===== src/rtl/uart_tx.sv =====
// UART transmitter: start bit, data_bit_size data bits LSB first, optional parity, stop time.
// Bits are paced by a 16x bd_tick strobe. Define UART_TX_PARITY_EN to insert a parity bit.
module uart_tx #(
    parameter int data_bit_size = 8,
    parameter int stop_bit_size = 16,
    parameter int parity_odd    = 0
) (
    input  logic       clk,
    input  logic       reset,
    input  logic       bd_tick,
    input  logic       tx_start,
    input  logic [7:0] w_data,
    output logic       tx_ready,
    output logic       tx_busy,
    output logic       tx_done,
    output logic       tx
);

    localparam int CNT_W = (stop_bit_size > 16) ? 6 : 4;

    localparam logic [2:0] S_IDLE   = 3'd0;
    localparam logic [2:0] S_START  = 3'd1;
    localparam logic [2:0] S_DATA   = 3'd2;
    localparam logic [2:0] S_PARITY = 3'd3;
    localparam logic [2:0] S_STOP   = 3'd4;

    localparam logic [CNT_W-1:0] TICK_LAST = CNT_W'(15);
    localparam logic [CNT_W-1:0] STOP_LAST = CNT_W'(stop_bit_size - 1);
    localparam logic [2:0]       DATA_LAST = 3'(data_bit_size - 1);
    localparam logic [7:0]       DATA_MASK = 8'((1 << data_bit_size) - 1);

    generate
        if (data_bit_size < 5 || data_bit_size > 8 || stop_bit_size < 1 ||
            stop_bit_size > 64 || parity_odd < 0 || parity_odd > 1) begin : g_bad_cfg
            $error("uart_tx: unsupported parameter combination");
        end
    endgenerate

    logic [2:0]       state;
    logic [CNT_W-1:0] tick_cnt;
    logic [2:0]       bit_cnt;
    logic [7:0]       shift_reg;
    logic [7:0]       buf_data;
    logic             buf_full;
    logic             tx_q;
    logic             done_q;
    logic             accept;
    logic             stop_end;
    logic             do_load;

    assign tx_ready = ~buf_full;
    assign tx_busy  = (state != S_IDLE);
    assign tx_done  = done_q;
    assign tx       = tx_q;

    // Accept needs an empty buffer, so it can never coincide with a drain.
    assign accept   = tx_start & ~buf_full;
    assign stop_end = (state == S_STOP) & bd_tick & (tick_cnt == STOP_LAST);
    assign do_load  = buf_full & ((state == S_IDLE) | stop_end);

    always_ff @(posedge clk) begin
        if (reset) begin
            buf_full <= 1'b0;
            buf_data <= 8'h00;
        end else if (accept) begin
            buf_full <= 1'b1;
            buf_data <= w_data & DATA_MASK;
        end else if (do_load) begin
            buf_full <= 1'b0;
        end
    end

`ifdef UART_TX_PARITY_EN
    logic par_q;

    // Parity is fixed at load time from the already-masked buffered byte.
    always_ff @(posedge clk) begin
        if (reset)
            par_q <= 1'b0;
        else if (do_load)
            par_q <= (^buf_data) ^ (parity_odd != 0);
    end
`endif

    always_ff @(posedge clk) begin
        if (reset) begin
            state     <= S_IDLE;
            tick_cnt  <= '0;
            bit_cnt   <= 3'd0;
            shift_reg <= 8'h00;
            tx_q      <= 1'b1;
            done_q    <= 1'b0;
        end else begin
            done_q <= 1'b0;
            case (state)
                S_IDLE: begin
                    tx_q <= 1'b1;
                    if (buf_full) begin
                        shift_reg <= buf_data;
                        tick_cnt  <= '0;
                        state     <= S_START;
                        tx_q      <= 1'b0;
                    end
                end
                S_START: begin
                    if (bd_tick) begin
                        if (tick_cnt == TICK_LAST) begin
                            tick_cnt <= '0;
                            bit_cnt  <= 3'd0;
                            state    <= S_DATA;
                            tx_q     <= shift_reg[0];
                        end else begin
                            tick_cnt <= tick_cnt + 1'b1;
                        end
                    end
                end
                S_DATA: begin
                    if (bd_tick) begin
                        if (tick_cnt == TICK_LAST) begin
                            tick_cnt  <= '0;
                            shift_reg <= shift_reg >> 1;
                            if (bit_cnt == DATA_LAST) begin
`ifdef UART_TX_PARITY_EN
                                state <= S_PARITY;
                                tx_q  <= par_q;
`else
                                state <= S_STOP;
                                tx_q  <= 1'b1;
`endif
                            end else begin
                                bit_cnt <= bit_cnt + 3'd1;
                                tx_q    <= shift_reg[1];
                            end
                        end else begin
                            tick_cnt <= tick_cnt + 1'b1;
                        end
                    end
                end
`ifdef UART_TX_PARITY_EN
                S_PARITY: begin
                    if (bd_tick) begin
                        if (tick_cnt == TICK_LAST) begin
                            tick_cnt <= '0;
                            state    <= S_STOP;
                            tx_q     <= 1'b1;
                        end else begin
                            tick_cnt <= tick_cnt + 1'b1;
                        end
                    end
                end
`endif
                S_STOP: begin
                    if (bd_tick) begin
                        if (tick_cnt == STOP_LAST) begin
                            tick_cnt <= '0;
                            done_q   <= 1'b1;
                            // A waiting byte starts straight away so frames run back to back.
                            if (buf_full) begin
                                shift_reg <= buf_data;
                                state     <= S_START;
                                tx_q      <= 1'b0;
                            end else begin
                                state <= S_IDLE;
                                tx_q  <= 1'b1;
                            end
                        end else begin
                            tick_cnt <= tick_cnt + 1'b1;
                        end
                    end
                end
                default: begin
                    state <= S_IDLE;
                    tx_q  <= 1'b1;
                end
            endcase
        end
    end

endmodule


===== config.mk =====
export PLATFORM = sky130hd
export DESIGN_NAME = uart_tx
export DESIGN_NICKNAME = d
export VERILOG_FILES = /design/src/rtl/uart_tx.sv
export SDC_FILE = /design/constraint.sdc
export NUM_CORES = 1
export LEC_CHECK = 0
export ABC_AREA = 1
export BUFFER_PORTS_ARGS = -buffer_cell sky130_fd_sc_hd__buf_4
export CAP_MARGIN = 20
export CORE_MARGIN = 1
export CORE_UTILIZATION = 35
export CTS_BUF_LIST = sky130_fd_sc_hd__clkbuf_8
export DETAILED_ROUTE_END_ITERATION = 8
export SLEW_MARGIN = 40
export SYNTH_ARGS = -nofsm -noshare
export SYNTH_HDL_FRONTEND = slang
export SYNTH_SLANG_ARGS = --single-unit

===== constraint.sdc =====
create_clock -name clk -period 1.9 [get_ports clk]
set_input_delay 0.285 -clock clk [delete_from_list [all_inputs] [get_ports clk]]
set_output_delay 0.285 -clock clk [all_outputs]
set_load 0.02 [all_outputs]

==> results.sh <==
export IMPL_synth_distinct_cells=21
export IMPL_final_common_cell="nand2_1"
export IMPL_h_tree_depth=2
export IMPL_drt_iter0_drc=75
export IMPL_dpl_hpwl_um=2135
export IMPL_peakVddDrop_mv=0.4710
export IMPL_synth_top_cell_by_area="dfxtp_1"
export IMPL_ant_nets=0
export IMPL_dieArea_um2=4530
export IMPL_antenna_cells=0
export IMPL_syn_area_um2=1493
export IMPL_antenna_found_initial=0
export IMPL_mostFrequentLayoutCells="55 x nand2_1, 34 x nor2_1, 29 x dfxtp_1"
export IMPL_fmax_mhz=656.3
export IMPL_synth_nets=230
export IMPL_numCtsBuffers=5
export IMPL_final_setup_viol_count=0
export IMPL_ys_seq_area_frac=0.3889
export IMPL_gp_congestion=0.7628
export IMPL_vias=1347
export IMPL_path_max_fanout=15
export IMPL_postCtsResizedCells=0
export IMPL_synth_top_area_share=0.3889
export IMPL_drt_first_pass_iters=4
export IMPL_synth_seq_cells=29
export IMPL_ioPinCount=16
export IMPL_min_period_over_period=0.8020
export IMPL_rows=23
export IMPL_outcome="complete, no violations"
export IMPL_grt_util_all_layers=0.1633
export IMPL_hold_class="in -> reg"
export IMPL_end_kind="flip-flop"
export IMPL_clock_skew_ns=0.008680
export IMPL_clock_sinks=29
export IMPL_drv_cap=0
export IMPL_crit_type="reg -> reg"
export IMPL_ys_top_cells_by_area="dfxtp_1 39%, nand2_1 14%, nor2_1 8.5%"
export IMPL_clk_latency_ns=0.28
export IMPL_globalRouteOverflowTotal=0
export IMPL_crit_required_ns=2.07
export IMPL_routed_wirelength_um=2996
export IMPL_start_util=0.3679
export IMPL_die_height_um=67.31
export IMPL_io_buffers=15
export IMPL_clockRootBuffer="clkbuf_8"
export IMPL_ys_warn_count=0
export IMPL_post_route_cell_area_um2=1720
export IMPL_fin_setup_tns_ns=0
export IMPL_tightest_slew_ns=0.5318
export IMPL_drc=0
export IMPL_die_w_um=67.31
export IMPL_final_nets=247
export IMPL_clockBufferDepth=2
export IMPL_syn_inst=215
export IMPL_crit_arrival_ns=1.69
export IMPL_drv_slew=0
export IMPL_powerDensity_nw_per_um2=863.4
export IMPL_grt_pass1_wl_um=5492
export IMPL_p_leak_nw=0.7819
export IMPL_place_area_um2=1634
export IMPL_wl_per_cell_um=10.62
export IMPL_grt_max_degree=21
export IMPL_fin_crit_ns=1.524
export IMPL_finalPower_w=0.001485
export IMPL_postCtsHoldBufs=0
export IMPL_drive_gt1_frac=0.1767
export IMPL_path_clk_slew_ns=0.06
export IMPL_finalHoldViolations=0
export IMPL_worstSetupStartpointType="flip-flop"
export IMPL_grt_pass1_vias=1213
export IMPL_areaGrowthSynthToFinish_pct=15.26
export IMPL_core_area_um2=4058
export IMPL_cts_setup_buffers=0
export IMPL_syn_area_per_cell_um2=6.943
export IMPL_rsz0062_at_grt="no"
export IMPL_cts_tree="yes"
export IMPL_viasPerCell=4.777
export IMPL_relSlewSlack=0.6451
## power by group
group,internal (W),switching (W)
Clock,0.000281,0.000221
Combinational,0.000114,0.000176
Sequential,0.000656,0.0000371
## synthesized netlist by cell type
| library cell | instances |
|---|---|
| nand2_1 | 55 |
| nor2_1 | 34 |
| dfxtp_1 | 29 |
| a21oi_1 | 18 |
| nand3_1 | 16 |
| inv_1 | 14 |
| o21ai_0 | 12 |
| o21ai_1 | 6 |
| nand2_2 | 5 |
| clkbuf_1 | 3 |
| ha_1 | 3 |
| inv_2 | 3 |
| nand4_1 | 3 |
| nor2_2 | 3 |
| buf_6 | 2 |
| nand3_2 | 2 |
| nand3_4 | 2 |
| nor2_4 | 2 |
| a21oi_2 | 1 |
| nand2_4 | 1 |
| o21ai_4 | 1 |
## cells by family (layout without fill, tap and decap cells)
group,Yosys count,after routing,synth area share
AO/OA/AOI/OAI,38,38,0.1375
flip-flops,29,29,0.3889
adder cells (fa/ha/maj),3,3,0.02515
AND/OR/NAND/NOR,123,123,0.3831
buffers and inverters,22,39,0.06538
## layout make-up
cell class / count / area (um2)
Clock buffer: 6 / 82.58
Inverter: 17 / 63.81
Fill cell: 456 / 2337
Sequential cell: 29 / 580.6
Clock inverter: 1 / 3.754
Timing Repair Buffer: 15 / 112.6
Multi-Input combinational cell: 164 / 814.5
Tap cell: 50 / 62.56
## per-stage QoR
step	instances	util	setup slack, ns	hold WS (ns)
floorplan	215	-	0.6354	0.4410
detailed placement	275	0.4027	0.3719	0.4563
finish	282	0.4240	0.3762	0.2601
global placement	275	0.4027	0.3572	0.4516
global route	282	0.4240	0.1396	0.2654
CTS	282	0.4240	0.3601	0.2524
## worst paths after layout
kind                             startpoint                   endpoint  cells past startpoint  slack, ns
setup / recovery      state[0]$_SDFFE_PP0P_    bit_cnt[1]$_SDFFE_PP0P_                      8       0.38
hold / removal                    w_data[2]   buf_data[2]$_SDFFE_PP0P_                      3       0.26
setup reg to reg      state[0]$_SDFFE_PP0P_    bit_cnt[1]$_SDFFE_PP0P_                      8       0.38
hold reg to reg   shift_reg[7]$_SDFFE_PP0P_  shift_reg[7]$_SDFFE_PP0P_                      2       0.46
## layer usage
| metal | part of all wire | track usage | vias up | routed length [um] |
|---|---|---|---|---|
| met2 | 0.43 | 0.2300 | 20 | 1282 |
| met4 | 0.0093 | 0.06117 | 0 | 28 |
| met5 | 0 | 0 | - | 0 |
| li1 | - | - | 728 | - |
| met3 | 0.037 | 0.05574 | 4 | 110 |
| met1 | 0.53 | 0.2263 | 595 | 1574 |
## worst max-delay path, cell delays in order, from the launching register on
cell and delay [ns]:
dfxtp_1 0.38, nor2_2 0.17, nand2_4 0.16, inv_2 0.23, nand2_2 0.10, nand2_1 0.07, nand2_1 0.09, o21ai_0 0.15
nor2_1 0.05
Power figures use the tool's default switching activity.
